[src/rtl/rbfu_ntt_sched.sv]
// Butterfly scheduler for an in-place Kyber NTT/INTT: issues read addresses, twiddle
// index and opcode once per cycle, and returns write-back addresses PIPE cycles later.
module rbfu_ntt_sched #(
  parameter int unsigned LOGN    = 8,
  parameter int unsigned NSTAGE  = 7,
  parameter int unsigned RD_LAT  = 1,
  parameter int unsigned BFU_LAT = 5
) (
  input  logic            clk,
  input  logic            rst,
  input  logic            start,
  input  logic            mode,
  output logic            busy,
  output logic            done,
  output logic [1:0]      opcode,
  output logic            rd_en,
  output logic [LOGN-1:0] rd_addr_a,
  output logic [LOGN-1:0] rd_addr_b,
  output logic [LOGN-2:0] zeta_idx,
  output logic            wr_en,
  output logic [LOGN-1:0] wr_addr_a,
  output logic [LOGN-1:0] wr_addr_b,
  output logic [2:0]      stage
);

  localparam int unsigned PIPE = RD_LAT + BFU_LAT;
  localparam int unsigned HALF = 1 << (LOGN - 1);
  localparam int unsigned CW   = LOGN - 1;
  localparam int unsigned DW   = $clog2(PIPE) + 1;

  typedef enum logic [1:0] {S_IDLE, S_RUN, S_DRAIN, S_DONE} state_t;

  state_t          state_q, state_d;
  logic [CW-1:0]   cnt_q, cnt_d;
  logic [DW-1:0]   dcnt_q, dcnt_d;
  logic [2:0]      stage_d;
  logic            mode_q, mode_d;

  logic [LOGN-1:0] cnt_ext, len_v, grp_v, off_v, a_v, b_v;
  logic [LOGN-2:0] zeta_v;
  int unsigned     sh;

  logic [PIPE-1:0] wv_q;
  logic [LOGN-1:0] wa_q [PIPE];
  logic [LOGN-1:0] wb_q [PIPE];

  // Next-state logic; counters advance so the registered outputs describe the next cycle
  always_comb begin
    state_d = state_q;
    cnt_d   = cnt_q;
    dcnt_d  = dcnt_q;
    stage_d = stage;
    mode_d  = mode_q;
    case (state_q)
      S_IDLE: begin
        if (start) begin
          mode_d  = mode;
          stage_d = 3'd0;
          cnt_d   = '0;
          state_d = S_RUN;
        end
      end
      S_RUN: begin
        if (cnt_q == CW'(HALF - 1)) begin
          dcnt_d  = '0;
          state_d = S_DRAIN;
        end else begin
          cnt_d = cnt_q + CW'(1);
        end
      end
      S_DRAIN: begin
        if (dcnt_q == DW'(PIPE - 1)) begin
          if (stage == 3'(NSTAGE - 1)) begin
            state_d = S_DONE;
          end else begin
            stage_d = stage + 3'd1;
            cnt_d   = '0;
            state_d = S_RUN;
          end
        end else begin
          dcnt_d = dcnt_q + DW'(1);
        end
      end
      default: state_d = S_IDLE;
    endcase
  end

  // Address and twiddle generation for the butterfly issued next cycle
  always_comb begin
    cnt_ext = LOGN'(cnt_d);
    sh      = mode_d ? (32'(stage_d) + 1) : ((LOGN - 1) - 32'(stage_d));
    len_v   = LOGN'(1) << sh;
    grp_v   = cnt_ext >> sh;
    off_v   = cnt_ext & (len_v - LOGN'(1));
    a_v     = (grp_v << (sh + 1)) | off_v;
    b_v     = a_v + len_v;
    if (mode_d) zeta_v = (LOGN-1)'((LOGN'(HALF) >> stage_d) - LOGN'(1) - grp_v);
    else        zeta_v = (LOGN-1)'((LOGN'(1) << stage_d) + grp_v);
  end

  always_ff @(posedge clk) begin
    if (!rst) begin
      state_q   <= S_IDLE;
      cnt_q     <= '0;
      dcnt_q    <= '0;
      stage     <= 3'd0;
      mode_q    <= 1'b0;
      opcode    <= 2'b00;
      busy      <= 1'b0;
      done      <= 1'b0;
      rd_en     <= 1'b0;
      rd_addr_a <= '0;
      rd_addr_b <= '0;
      zeta_idx  <= '0;
    end else begin
      state_q <= state_d;
      cnt_q   <= cnt_d;
      dcnt_q  <= dcnt_d;
      stage   <= stage_d;
      mode_q  <= mode_d;
      if (state_q == S_IDLE && start) opcode <= {1'b0, mode};
      busy  <= (state_d == S_RUN) || (state_d == S_DRAIN);
      done  <= (state_d == S_DONE);
      rd_en <= (state_d == S_RUN);
      if (state_d == S_RUN) begin
        rd_addr_a <= a_v;
        rd_addr_b <= b_v;
        zeta_idx  <= zeta_v;
      end
    end
  end

  // Write-back delay line; tail entry drives the write port
  always_ff @(posedge clk) begin
    if (!rst) begin
      wv_q <= '0;
      for (int i = 0; i < PIPE; i++) begin
        wa_q[i] <= '0;
        wb_q[i] <= '0;
      end
    end else begin
      wv_q[0] <= rd_en;
      wa_q[0] <= rd_addr_a;
      wb_q[0] <= rd_addr_b;
      for (int i = 1; i < PIPE; i++) begin
        wv_q[i] <= wv_q[i-1];
        wa_q[i] <= wa_q[i-1];
        wb_q[i] <= wb_q[i-1];
      end
    end
  end

  assign wr_en     = wv_q[PIPE-1];
  assign wr_addr_a = wa_q[PIPE-1];
  assign wr_addr_b = wb_q[PIPE-1];

endmodule
[config.mk]
export PLATFORM = sky130hd
export DESIGN_NAME = rbfu_ntt_sched
export DESIGN_NICKNAME = d
export VERILOG_FILES = /design/src/rtl/rbfu_ntt_sched.sv
export SDC_FILE = /design/constraint.sdc
export NUM_CORES = 1
export LEC_CHECK = 0
export CAP_MARGIN = 10
export CORE_ASPECT_RATIO = 0.8
export CORE_UTILIZATION = 45
export DETAILED_ROUTE_END_ITERATION = 10
export PLACE_DENSITY_LB_ADDON = 0.25
export SETUP_SLACK_MARGIN = 0.05
export SLEW_MARGIN = 15
export SYNTH_ARGS = -nofsm -noshare
export SYNTH_HDL_FRONTEND = slang
export SYNTH_SLANG_ARGS = --single-unit
[constraint.sdc]
create_clock -name clk -period 7.3 [get_ports clk]
set_input_delay 1.825 -clock clk [delete_from_list [all_inputs] [get_ports clk]]
set_output_delay 1.825 -clock clk [all_outputs]
set_load 0.03 [all_outputs]
After elaboration in Yosys (flattened, before gate mapping)
Memories as Yosys holds them, arrays and structs flattened.
Cells that the tools add are included.
Widths: inputs -> output; s select.

cells by class
  shift operators = 5
  multiply operators = 0
  reduce and logical (&&, ||, !) cells = 5
  equal/unequal tests = 10
  divide/modulo/power cells = 0
  mux-type cells = 35
  order comparisons = 0
  bitwise logic cells = 14
  add/subtract/negate cells = 11

operators with widths
  kind                   number
  $mux 8                 12
  $mux 7                 5
  $add 32x1->32 const B  1
  $mux 32                1
  $shl 1x32->8 const A   1
  $shl 8x32->8           1
  $shr 7x32->8           1
  $pmux 7 s3             1
  $or 1x1->1             12
  $mux 3                 3
  $add 8x8->8            1
  $and 7x8->8            1
  $mux 2                 4
  $mux 4                 2
  $or 8x8->8             1
  $pmux 4 s2             1
  $shr 8x3->7 const A    1
  $sub 8x1->8 const B    1
  $add 7x1->7 const B    1
  $add 7x7->7            1
  $eq 7x7->1 const B     1
  $shl 1x3->7 const A    1
  $sub 7x1->7 const B    1
  $sub 7x7->7            1
  other kinds (17)       24

storage, ports and cells
  word-level logic and storage cells = 95
  bits in read-only memories = 0
  RAM bits = 96
  memories = 2
  output and inout port bits = 48
  latch bits = 0
  bits of input ports = 4
  bits in registers = 50

memories
  memory  depth  width  rd ports  clocked after Yosys merged registers in  write ports  RTL line  text
  wa_q    6      8      6         0                                        6            44        logic [LOGN-1:0] wa_q [PIPE];
  wb_q    6      8      6         0                                        6            45        logic [LOGN-1:0] wb_q [PIPE];

Longest topological paths before layout
Gate-level depths: netlist of the first run.

  word-level depth = 11
  mapped depth = 28
  mapped depth without buffers = 26

Worst setup path after synthesis of the first run
No wires, ideal clock.

  path kind = input port to flip-flop
  start point = input start
  end point = register rd_addr_b[6]
  setup time = 0.144 ns
  data arrival time = 6.522 ns
  stages on the path = 22
  data required time = 7.156 ns
  path buffers = 3
  path slack = 0.634 ns
  cell sequence = or3b_1 buf_6 o31a_2 mux2i_4 clkbuf_1 ha_1 nor2_1 nor2_4 inv_2 ha_1 ha_1 clkbuf_1 and3_1 a32o_1 ha_1 fa_1 a21oi_1 a21o_1 o21ai_2 a222oi_1 mux2i_1 a311oi_2

on the way
  longest elaborated chain between the ends = 9
  elaborated cells between the ends (all ways) = 20

ends and longest elaborated chain
  item                                                                   RTL line  text
  start: declaration                                                     11        input logic start,
  parallel branches: the longest is 7 deep, another holds $add 32x1->32  -
  $or 8x8->8 (*)                                                         95        a_v = (grp_v << (sh + 1)) | off_v;
  named net a_v[0]                                                       39        logic [LOGN-1:0] cnt_ext, len_v, grp_v, off_v, a_v, b_v;
  $add 8x8->8 (*)                                                        96        b_v = a_v + len_v;
  end signal: assignment                                                 127       rd_addr_b <= b_v;
  end: declaration                                                       18        output logic [LOGN-1:0] rd_addr_b,

Mark *: on every way through the listed nets, which the timed path passes.
A chain may end at the register's enable or synchronous reset.

Worst setup path after layout of the first run
  start point = input start
  end point = register rd_addr_b[7]

Same word-level chain as after synthesis.

==> metrics.txt, run 1 <==
Worst Path Arrival=7.23 ns; Worst-Margin Slew=0.920 ns; vias in the first global route=roughly 4600; Hold Slack=0.426 ns; first-pass GRT wire length=22.6 mm; final worst setup slack=0.378 ns; count of input and output buffers=50; diodes inserted=0; CTS tree=yes; final setup TNS=0 ns; I/O pin count=52; CP Buf/Inv Count=3; Worst path most repeated cell=ha_1; Slowest-stage cell, CP=clkdlybuf4s50_1; Syn Nets=744; Worst path depth=23; Critical Path End=rd_addr_b[7]$_SDFFE_PN0P_; wire per inst=between 10 and 15 um; Max Cap Viol=0; setup slack at placement=0.0549 ns; remaining routing DRC violations=0; R2R depth=24; reg-to-reg setup timing slack=1.59 ns; 1st-pass router iterations=5; Cell Rows=39; worst-path cell chain=clkdlybuf4s50_1 -> or3b_1 -> o31a_2 -> mux2i_4 -> inv_2 -> ha_1 -> ha_1 -> nor2_1 -> or2_1 -> inv_1 -> nand2_1 -> o32ai_4 -> mux2_2 -> a32o_1 -> ha_1 -> a21o_1 -> a21oi_1 -> a21o_1 -> o32ai_1 -> nor3_1 -> a21oi_1 -> xor2_1 -> a22o_1; Area after DPL=7180 um^2; Period minus WS final=6.92 ns; Ys Warns=0; EDFF count, synth=0; area grow syn2layout=18.5%; via count of the routed design=4873; CORE AREA=14200 um^2; clk_lat worst skew=0.42 ns; largest fanout on the critical path=7; post-layout net count=786; RSZ-0062 raised after global routing=false; die area=approximately 15000 um^2; final hold vios=0; final cell count without fillers=938; Fmax achieved=0.144 GHz; Cells after DPL=906; initial DRC count=between 300 and 400; Root Buffer Master=clkbuf_16; overall routed net length=roughly 14 mm; initial antenna violation count=0; routability cong.=0.897; synthesized area=6570 um^2; Core Util, Final=0.547; Worst Setup SP=start; Worst Clk Skew=0.00955 ns; CP top delay family=compound AO/OA/AOI/OAI gates; crit share post-route=0.948; startpoint types=input pin; DR vias/cell=5.20; VDD IR-drop max=0.173 mV; grt total ovfl=0; Slew Limit Fails=0; Synth async-reset ratio=0; Synth Flop Type=dfxtp_1; clock sink total=146; worst reg2reg endpoint=rd_addr_b[7]$_SDFFE_PN0P_; Die W=approximately 140 um; endpoints failing setup=0; Initial Utilization=0.461; Pwr Density=250 nW/um^2; CTS Buffer Depth=2; largest net degree at the start of global routing=108; CP Capture Type=flop; Worst-path clk slew=0.06 ns; post-synthesis cell type count=77; design area=7790 um^2; post-route ant nets=0; Yosys reg bits=146; run status=complete, no violations; overall power=1.95 mW; GRT Util Overall=0.197; most common cell after layout, fill and taps aside=dfxtp_1; Slowest Stage Delay on Critical Path=0.53 ns; CTS resizes=0; cts hold-fix bufs=0; share of cells above drive strength 1=0.0875; H-Tree Depth=4; worst hold path type=reg2reg; CP Data Required Time=between 7 and 8 ns; most frequent cells in the layout=dfxtp_1 (146), and2_1 (116), nor2_1 (49), clkdlybuf4s50_1 (49), nand2_1 (45); DP Wirelength=10.0 mm; Seq/Total Area, Yosys=0.445; Post-CTS Setup Bufs=0; Setup CP Type=in2reg; Mapped Cells=699; Pleak=3.40 nW; syn avg cell area=9.40 um^2; CTS Buf Count=17; die height=110 um; RR Startpoint=stage[0]$_SDFF_PN0_; max_slew headroom=0.383
metal layers:
metal  GRT usage  wire length, um
met5           0                0
met4      0.0761              212
met3      0.0462              603
met2       0.292             5950
met1       0.274             7040
worst min path at each step:
stage,cells after the start,from,end,slack [ns]
3_5_place_dp,1,wb_q[0][23]$_SDFF_PN0_,wb_q[0][31]$_SDFF_PN0_,0.41
6_report,1,wa_q[4][6]$_SDFF_PN0_,wa_q[5][6]$_SDFF_PN0_,0.43
3_3_place_gp,1,wb_q[0][13]$_SDFF_PN0_,wb_q[0][21]$_SDFF_PN0_,0.41
2_1_floorplan,1,wb_q[0][23]$_SDFF_PN0_,wb_q[0][31]$_SDFF_PN0_,0.41
5_1_grt,1,wb_q[0][5]$_SDFF_PN0_,wb_q[0][13]$_SDFF_PN0_,0.43
4_1_cts,1,wb_q[0][5]$_SDFF_PN0_,wb_q[0][13]$_SDFF_PN0_,0.43
state kept, by name, summed over array words and instances, names as in the netlist:
register	flops
opcode	1
stage	3
mode_q	1
rd_addr_a	8
rd_en	1
wa_q	48
cnt_q	7
busy	1
done	1
dcnt_q	4
wv_q	6
state_q	2
rd_addr_b	8
zeta_idx	7
wb_q	48
worst register-to-register path, cell delays in order, from the launching register on:
cell     delay, ns
dfxtp_1       0.46
inv_1         0.11
ha_1          0.22
and2_1        0.20
o31a_2        0.35
mux2i_4       0.20
inv_2         0.06
ha_1          0.23
ha_1          0.28
nor2_1        0.20
or2_1         0.31
inv_1         0.17
nand2_1       0.17
o32ai_4       0.13
mux2_2        0.32
a32o_1        0.32
ha_1          0.30
a21o_1        0.16
a21oi_1       0.34
a21o_1        0.19
o32ai_1       0.09
nor3_1        0.31
a21oi_1       0.13
xor2_1        0.18
a22o_1        0.19
final cells by class:
class                           count  area, um^2
Clock buffer                       17         425
Clock inverter                     15         184
Fill cell                        1247        6460
Inverter                           39         146
Multi-Input combinational cell    476        3300
Sequential cell                   146        2920
Tap cell                          184         230
Timing Repair Buffer               61         578
cell families (layout without fill, tap and decap cells):
logic type | after synthesis | count (layout) | synth area share
AND/OR/NAND/NOR | 278 | 278 | 0.231
adder cells (fa/ha/maj) | 41 | 41 | 0.0815
multiplexers | 18 | 18 | 0.0324
buffers and inverters | 77 | 132 | 0.0527
XOR/XNOR | 23 | 23 | 0.0306
other | 1 | 1 | 0.000570
flip-flops | 146 | 146 | 0.445
AO/OA/AOI/OAI | 115 | 115 | 0.126
cells in the mapped netlist (all sizes together), types with 4 or more instances:
cell type,instances,area (um^2)
nand2,46,175
o21bai,6,45.0
xnor2,18,158
and3,12,75.1
clkbuf,24,90.1
o211ai,6,45.0
and2,117,732
or3,5,31.3
o21ai,17,92.6
buf,14,110
nand3,14,70.1
nand4,4,25.0
inv,37,139
mux2i,15,175
a211oi,5,37.5
o22ai,7,43.8
o31a,5,45.0
nand2b,5,31.3
nor3,8,45.0
a21oi,26,130
nor2,50,195
ha,38,475
dfxtp,146,2920
o221ai,4,41.3
or2,4,25.0
a311oi,4,41.3
xor2,5,43.8
a21o,8,60.1
power breakdown:
group          internal, mW  switching [mW]  total [mW]
sequential            0.826          0.0158       0.842
clock                 0.519           0.364       0.883
combinational        0.0875           0.135       0.223
(Power assumes the default switching activity.)
==> run 2, diff against run 1 <==
--- a/config.mk
+++ b/config.mk
@@ -9,6 +9,7 @@
 export CORE_ASPECT_RATIO = 0.8
 export CORE_UTILIZATION = 45
 export DETAILED_ROUTE_END_ITERATION = 10
+export MAX_ROUTING_LAYER = met4
 export PLACE_DENSITY_LB_ADDON = 0.25
 export SETUP_SLACK_MARGIN = 0.05
 export SLEW_MARGIN = 15
==> constraint.sdc (replaced) <==
create_clock -name clk -period 6.2 [get_ports clk]
set_input_delay 1.55 -clock clk [delete_from_list [all_inputs] [get_ports clk]]
set_output_delay 1.55 -clock clk [all_outputs]
set_load 0.03 [all_outputs]
==> metrics.txt, run 2 (synthesis results as in run 1) <==
run status=complete, no violations (unchanged); worst hold path type=reg2reg (unchanged); clock sink total=146 (unchanged); Pwr Density=283 nW/um^2 (was 250 nW/um^2); Core Util, Final=0.580 (was 0.547); 1st-pass router iterations=4 (was 5); RR Startpoint=stage[0]$_SDFF_PN0_ (unchanged); Worst-Margin Slew=0.929 ns (was 0.920 ns); final hold vios=0 (unchanged); largest net degree at the start of global routing=62 (was 108); top flop regs=wa_q: 48 flops, wb_q: 48 flops (unchanged); most frequent cells in the layout=dfxtp_1 (146), and2_1 (116), buf_4 (68), clkdlybuf4s50_1 (49), nor2_1 (47) (was dfxtp_1 (146), and2_1 (116), nor2_1 (49), clkdlybuf4s50_1 (49), nand2_1 (45)); remaining routing DRC violations=0 (unchanged); CP Capture Type=flop (unchanged); count of input and output buffers=50 (unchanged); Critical Path End=rd_addr_b[6]$_SDFFE_PN0P_ (was rd_addr_b[7]$_SDFFE_PN0P_); DR vias/cell=5.04 (was 5.20); die area=15100 um^2 (unchanged); first-pass GRT wire length=23.6 mm (was 22.6 mm); Setup CP Type=in2reg (unchanged); post-route ant nets=0 (unchanged); overall routed net length=14.7 mm (was 13.8 mm); final cell count without fillers=995 (was 938); endpoints failing setup=0 (unchanged); Slew Limit Fails=0 (unchanged); CORE AREA=14200 um^2 (unchanged); Worst Path Arrival=6.23 ns (was 7.23 ns); final worst setup slack=0.247 ns (was 0.378 ns); H-Tree Depth=4 (unchanged); CTS Buf Count=17 (unchanged); Root Buffer Master=clkbuf_16 (unchanged); startpoint types=input pin (unchanged); vias in the first global route=4736 (was 4555); R2R depth=24 (unchanged); area grow syn2layout=25.7% (was 18.5%); initial antenna violation count=0 (unchanged); Cell Rows=39 (unchanged); Reg power frac=0.423 (was 0.432); most common cell after layout, fill and taps aside=dfxtp_1 (unchanged); Worst path most repeated cell=ha_1 (unchanged); CTS tree=yes (unchanged); Fmax achieved=~0.17 GHz; GRT Util Overall=0.211 (was 0.197); Die W=137 um (unchanged); Slowest Stage Delay on Critical Path=0.47 ns (was 0.53 ns); Cells after DPL=963 (was 906); DP Wirelength=10.8 mm (was 10.0 mm); share of cells above drive strength 1=0.164 (was 0.0875); Initial Utilization=0.461 (unchanged); Max Cap Viol=0 (unchanged); P_int=1.72 mW (was 1.43 mW); VDD IR-drop max=0.275 mV (was 0.173 mV); Fill cells=1243 (was 1247); Slowest-stage cell, CP=clkdlybuf4s50_1 (unchanged); wire per inst=14.8 um (was 14.7 um); worst-path cell chain=clkdlybuf4s50_1 -> or3b_1 -> o31a_2 -> mux2i_4 -> inv_2 -> ha_1 -> ha_1 -> nor2_1 -> or2_4 -> buf_4 -> a211oi_1 -> or2_2 -> o21ai_0 -> a21oi_1 -> o21ai_0 -> buf_4 -> ha_1 -> and2_1 -> and3_1 -> a222oi_1 -> mux2i_1 -> a311oi_2 (was clkdlybuf4s50_1 -> or3b_1 -> o31a_2 -> mux2i_4 -> inv_2 -> ha_1 -> ha_1 -> nor2_1 -> or2_1 -> inv_1 -> nand2_1 -> o32ai_4 -> mux2_2 -> a32o_1 -> ha_1 -> a21o_1 -> a21oi_1 -> a21o_1 -> o32ai_1 -> nor3_1 -> a21oi_1 -> xor2_1 -> a22o_1); Reg area=2920 um^2 (unchanged); Worst-path clk slew=0.06 ns (about the same); via count of the routed design=5013 (was 4873); setup slack at placement=-0.324 ns (was 0.0549 ns); post-layout net count=843 (was 786); cts hold-fix bufs=0 (unchanged); die height=110 um (unchanged); Pleak=3.68 nW (was 3.40 nW); Worst Clk Skew=0.0113 ns (was 0.00955 ns); I/O pin count=52 (unchanged); reg-to-reg setup timing slack=1.04 ns (was 1.59 ns); switching share of power=0.267 (was 0.265); P_sw=0.623 mW (was 0.515 mW); CP Data Required Time=6.47 ns (was 7.61 ns); routability cong.=0.912 (was 0.897); max_slew headroom=0.377 (was 0.383); overall power=2.34 mW (was 1.95 mW); footprint of the multi-input gates=3350 um^2 (was 3300 um^2); CTS Buffer Depth=2 (unchanged); crit share post-route=0.960; largest fanout on the critical path=6 (was 7); Hold Slack=0.427 ns (was 0.426 ns); clk_lat worst skew=0.42 ns (about the same); Worst Setup SP=start (unchanged); design area=8270 um^2 (was 7790 um^2); final setup TNS=0 ns (unchanged); Period minus WS final=5.95 ns; clock power share=0.449 (was 0.454); diodes inserted=0 (unchanged); grt total ovfl=0 (unchanged); Area after DPL=7620 um^2 (was 7180 um^2); worst reg2reg endpoint=rd_addr_b[6]$_SDFFE_PN0P_ (was rd_addr_b[7]$_SDFFE_PN0P_); Combinational Power Share=0.128 (was 0.114); initial DRC count=298 (was 334)
## run 2: cell types whose count changed in the layout (fill, tap and decap cells not counted), sizes merged
cell / before / now
buf: 12 / 69
clkinv: 5 / 6
inv: 46 / 45
## run 2: what timing repair did
| action | 4_1_cts | 5_1_grt |
|---|---|---|
| setup endpoints to repair | 0 | 4 |
| endpoints found under the hold margin | 0 | 0 |
| gates resized for setup | 0 | 8 |
| buffers inserted | 0 | 0 |
## run 2: area by class of cell
type	count	share of cell area
clock buffers	17	0.0515
flip-flops and latches	146	0.354
inverters	39	0.0177
well taps	184	0.0279
repair buffers	118	0.122
clock inverters	15	0.0229
multi-input cells	476	0.405
## run 2: worst min-delay path by stage
stage / startpoint / endpoint / depth (start not counted)
after floorplan: wb_q[0][23]$_SDFF_PN0_ / wb_q[0][31]$_SDFF_PN0_ / 1
after global placement: wa_q[4][7]$_SDFF_PN0_ / wa_q[5][7]$_SDFF_PN0_ / 1
after detailed placement: wb_q[0][7]$_SDFF_PN0_ / wb_q[0][15]$_SDFF_PN0_ / 1
after CTS: wa_q[0][1]$_SDFF_PN0_ / wa_q[1][1]$_SDFF_PN0_ / 1
after global routing: wb_q[0][35]$_SDFF_PN0_ / wb_q[0][43]$_SDFF_PN0_ / 1
final: wb_q[0][14]$_SDFF_PN0_ / wb_q[0][22]$_SDFF_PN0_ / 1
## run 2: per-layer routing
metal  vias to the layer above  GRT usage  routed length (um)  share of wire
met3                        27     0.0517                 681          0.046
met4                         0     0.0730                 281          0.019
met1                      2307      0.282                7470           0.51
met2                       121      0.310                6260           0.43
li1                       2558          -                   -              -
met5                         -          -                   0              0
## run 2: critical path: cells and delay by family
family	cells	cell delay, ns
simple gates	6	1.42
compound gates	7	1.27
buf+inv	4	0.79
fa+ha+maj	3	0.74
mux	2	0.44
## run 2: power by group through the flow
stage,logic (mW),registers [mW],clock network (mW)
final,0.300,0.990,1.05
after global routing,0.326,0.994,1.11
after CTS,0.297,0.991,1.07
after detailed placement,0.295,1.01,0
after global placement,0.293,1.01,0
after floorplan,0.148,1.04,0
==> run 3, diff against run 2 <==
--- a/config.mk
+++ b/config.mk
@@ -8,6 +8,7 @@
 export CAP_MARGIN = 10
 export CORE_ASPECT_RATIO = 0.8
 export CORE_UTILIZATION = 45
+export CTS_BUF_LIST = sky130_fd_sc_hd__clkbuf_8
 export DETAILED_ROUTE_END_ITERATION = 10
 export MAX_ROUTING_LAYER = met4
 export PLACE_DENSITY_LB_ADDON = 0.25
==> metrics.txt, run 3 (synthesis results as in run 1) <==
routability cong.=0.912 (unchanged); overall power=2.07 mW (was 2.34 mW); RSZ-0062 raised after global routing=false; final hold vios=0 (unchanged); setup slack at placement=-0.324 ns (unchanged); largest net degree at the start of global routing=62 (unchanged); Pwr Density=257 nW/um^2 (was 283 nW/um^2); max_slew headroom=0.366 (was 0.377); Pleak=3.59 nW (was 3.68 nW); die height=110 um (unchanged); Period minus WS final=5.93 ns (was 5.95 ns); CORE AREA=14200 um^2 (unchanged); footprint of the multi-input gates=3340 um^2 (was 3350 um^2); Post-CTS Setup Bufs=0 (unchanged); Initial Utilization=0.461 (unchanged); run status=complete, no violations (unchanged); post-layout net count=843 (unchanged); area grow syn2layout=22.8% (was 25.7%); most frequent cells in the layout=dfxtp_1 (146), and2_1 (116), buf_4 (68), clkdlybuf4s50_1 (49), nor2_1 (47) (unchanged); clock power share=0.378 (was 0.449); share of cells above drive strength 1=0.163 (was 0.164); startpoint types=input pin (unchanged); Slowest Stage Delay on Critical Path=0.47 ns (about the same); worst-path cell chain=clkdlybuf4s50_1 -> or3b_1 -> o31a_2 -> mux2i_4 -> inv_2 -> ha_1 -> ha_1 -> nor2_1 -> or2_4 -> buf_4 -> a211oi_1 -> or2_2 -> o21ai_0 -> a21oi_1 -> o21ai_0 -> buf_4 -> ha_1 -> and2_1 -> and3_1 -> a222oi_1 -> mux2i_1 -> a311oi_2 (unchanged); switching share of power=0.286 (was 0.267); P_int=1.48 mW (was 1.72 mW); 1st-pass router iterations=5 (was 4); remaining routing DRC violations=0 (unchanged); GRT Util Overall=0.211 (about the same); Worst Clk Skew=0.0112 ns (was 0.0113 ns); count of input and output buffers=50 (unchanged); Setup CP Type=in2reg (unchanged); initial antenna violation count=0 (unchanged); overall routed net length=14.7 mm (about the same); diodes inserted=0 (unchanged); CP Capture Type=flop (unchanged); Worst Path Arrival=6.24 ns (was 6.23 ns); Fmax achieved=0.169 GHz (was 0.168 GHz); VDD IR-drop max=0.226 mV (was 0.275 mV); wire per inst=14.8 um (about the same); clock sink total=146 (unchanged); Reg area=2920 um^2 (unchanged); final setup TNS=0 ns (unchanged); CP Data Required Time=6.51 ns (was 6.47 ns); Area after DPL=7620 um^2 (unchanged); CTS tree=yes (unchanged); via count of the routed design=5037 (was 5013); Hold Path Origin=wa_q[0][1]$_SDFF_PN0_ (was wb_q[0][14]$_SDFF_PN0_); Slowest-stage cell, CP=clkdlybuf4s50_1 (unchanged); most common cell after layout, fill and taps aside=dfxtp_1 (unchanged); CTS Buf Count=17 (unchanged); endpoints failing setup=0 (unchanged); worst hold path type=reg2reg (unchanged); Reg power frac=0.477 (was 0.423); vias in the first global route=4734 (was 4736); Worst path most repeated cell=ha_1 (unchanged); grt total ovfl=0 (unchanged); RR Startpoint=stage[0]$_SDFF_PN0_ (unchanged); Worst-path clk slew=0.09 ns (was 0.06 ns); Worst-Margin Slew=0.944 ns (was 0.929 ns); first-pass GRT wire length=23.5 mm (was 23.6 mm); DR vias/cell=5.06 (was 5.04); crit share post-route=0.957 (was 0.960); initial DRC count=275 (was 298); H-Tree Depth=4 (unchanged); Hold Slack=0.432 ns (was 0.427 ns); I/O pin count=52 (unchanged); P_sw=0.594 mW (was 0.623 mW); Worst Setup SP=start (unchanged); Fill cells=1271 (was 1243); CTS resizes=0 (unchanged); Combinational Power Share=0.145 (was 0.128); CTS Buffer Depth=2 (unchanged); Root Buffer Master=clkbuf_8 (was clkbuf_16); largest fanout on the critical path=6 (unchanged); final worst setup slack=0.269 ns (was 0.247 ns); post-route ant nets=0 (unchanged); cts hold-fix bufs=0 (unchanged); Cell Rows=39 (unchanged); top flop regs=wa_q: 48 flops, wb_q: 48 flops (unchanged); Max Cap Viol=0 (unchanged); die area=15100 um^2 (unchanged); Die W=137 um (unchanged); design area=8070 um^2 (was 8270 um^2); DP Wirelength=10.8 mm (unchanged); Slew Limit Fails=0 (unchanged); clk_lat worst skew=0.45 ns (was 0.42 ns)
==> run 3: cell counts in the layout (fill, tap and decap cells not counted) <==
No cell type changed its count.
==> run 3: critical path, delay by kind of cell <==
kind	cells	cell delay (ns)
and+or+nand+nor	6	1.42
AOI/OAI and AO/OA	7	1.28
buffers and inverters	4	0.79
adders and majority gates	3	0.74
muxes	2	0.44
==> run 3: worst paths after layout <==
| path | to | slack, ns | cells after the start |
|---|---|---|---|
| setup / recovery | rd_addr_b[6]$_SDFFE_PN0P_ | 0.27 | 22 |
| hold / removal | wa_q[1][1]$_SDFF_PN0_ | 0.43 | 1 |
| setup reg to reg | rd_addr_b[6]$_SDFFE_PN0P_ | 1.00 | 24 |
| hold reg to reg | wa_q[1][1]$_SDFF_PN0_ | 0.43 | 1 |
==> run 3: layout make-up <==
type | count | share of cell area
inverters | 39 | 0.0181
repair buffers | 118 | 0.125
flip-flops and latches | 146 | 0.362
clock buffers | 17 | 0.0290
clock inverters | 15 | 0.0234
well taps | 184 | 0.0285
multi-input cells | 476 | 0.414
==> run 3: power groups by stage <==
| stage | combinational, mW | sequential, mW | clock [mW] |
|---|---|---|---|
| finish | 0.300 | 0.990 | 0.783 |
| detailed placement | 0.295 | 1.01 | 0 |
| global placement | 0.293 | 1.01 | 0 |
| floorplan | 0.148 | 1.04 | 0 |
| CTS | 0.297 | 0.990 | 0.804 |
| global route | 0.326 | 0.994 | 0.847 |
==> run 3: per-stage QoR <==
| step | util | instances |
|---|---|---|
| 6_report | 0.566 | 995 |
| 5_1_grt | 0.566 | 995 |
| 4_1_cts | 0.565 | 995 |
| 3_5_place_dp | 0.535 | 963 |
| 3_3_place_gp | 0.535 | 963 |
| 2_1_floorplan | - | 699 |
==> run 3: layer usage <==
metal,part of all wire,routed length [um],GRT usage,up-vias
met5,0,0,-,-
met3,0.044,647,0.0521,20
li1,-,-,-,2554
met1,0.51,7500,0.281,2341
met4,0.017,257,0.0699,0
met2,0.43,6330,0.310,122
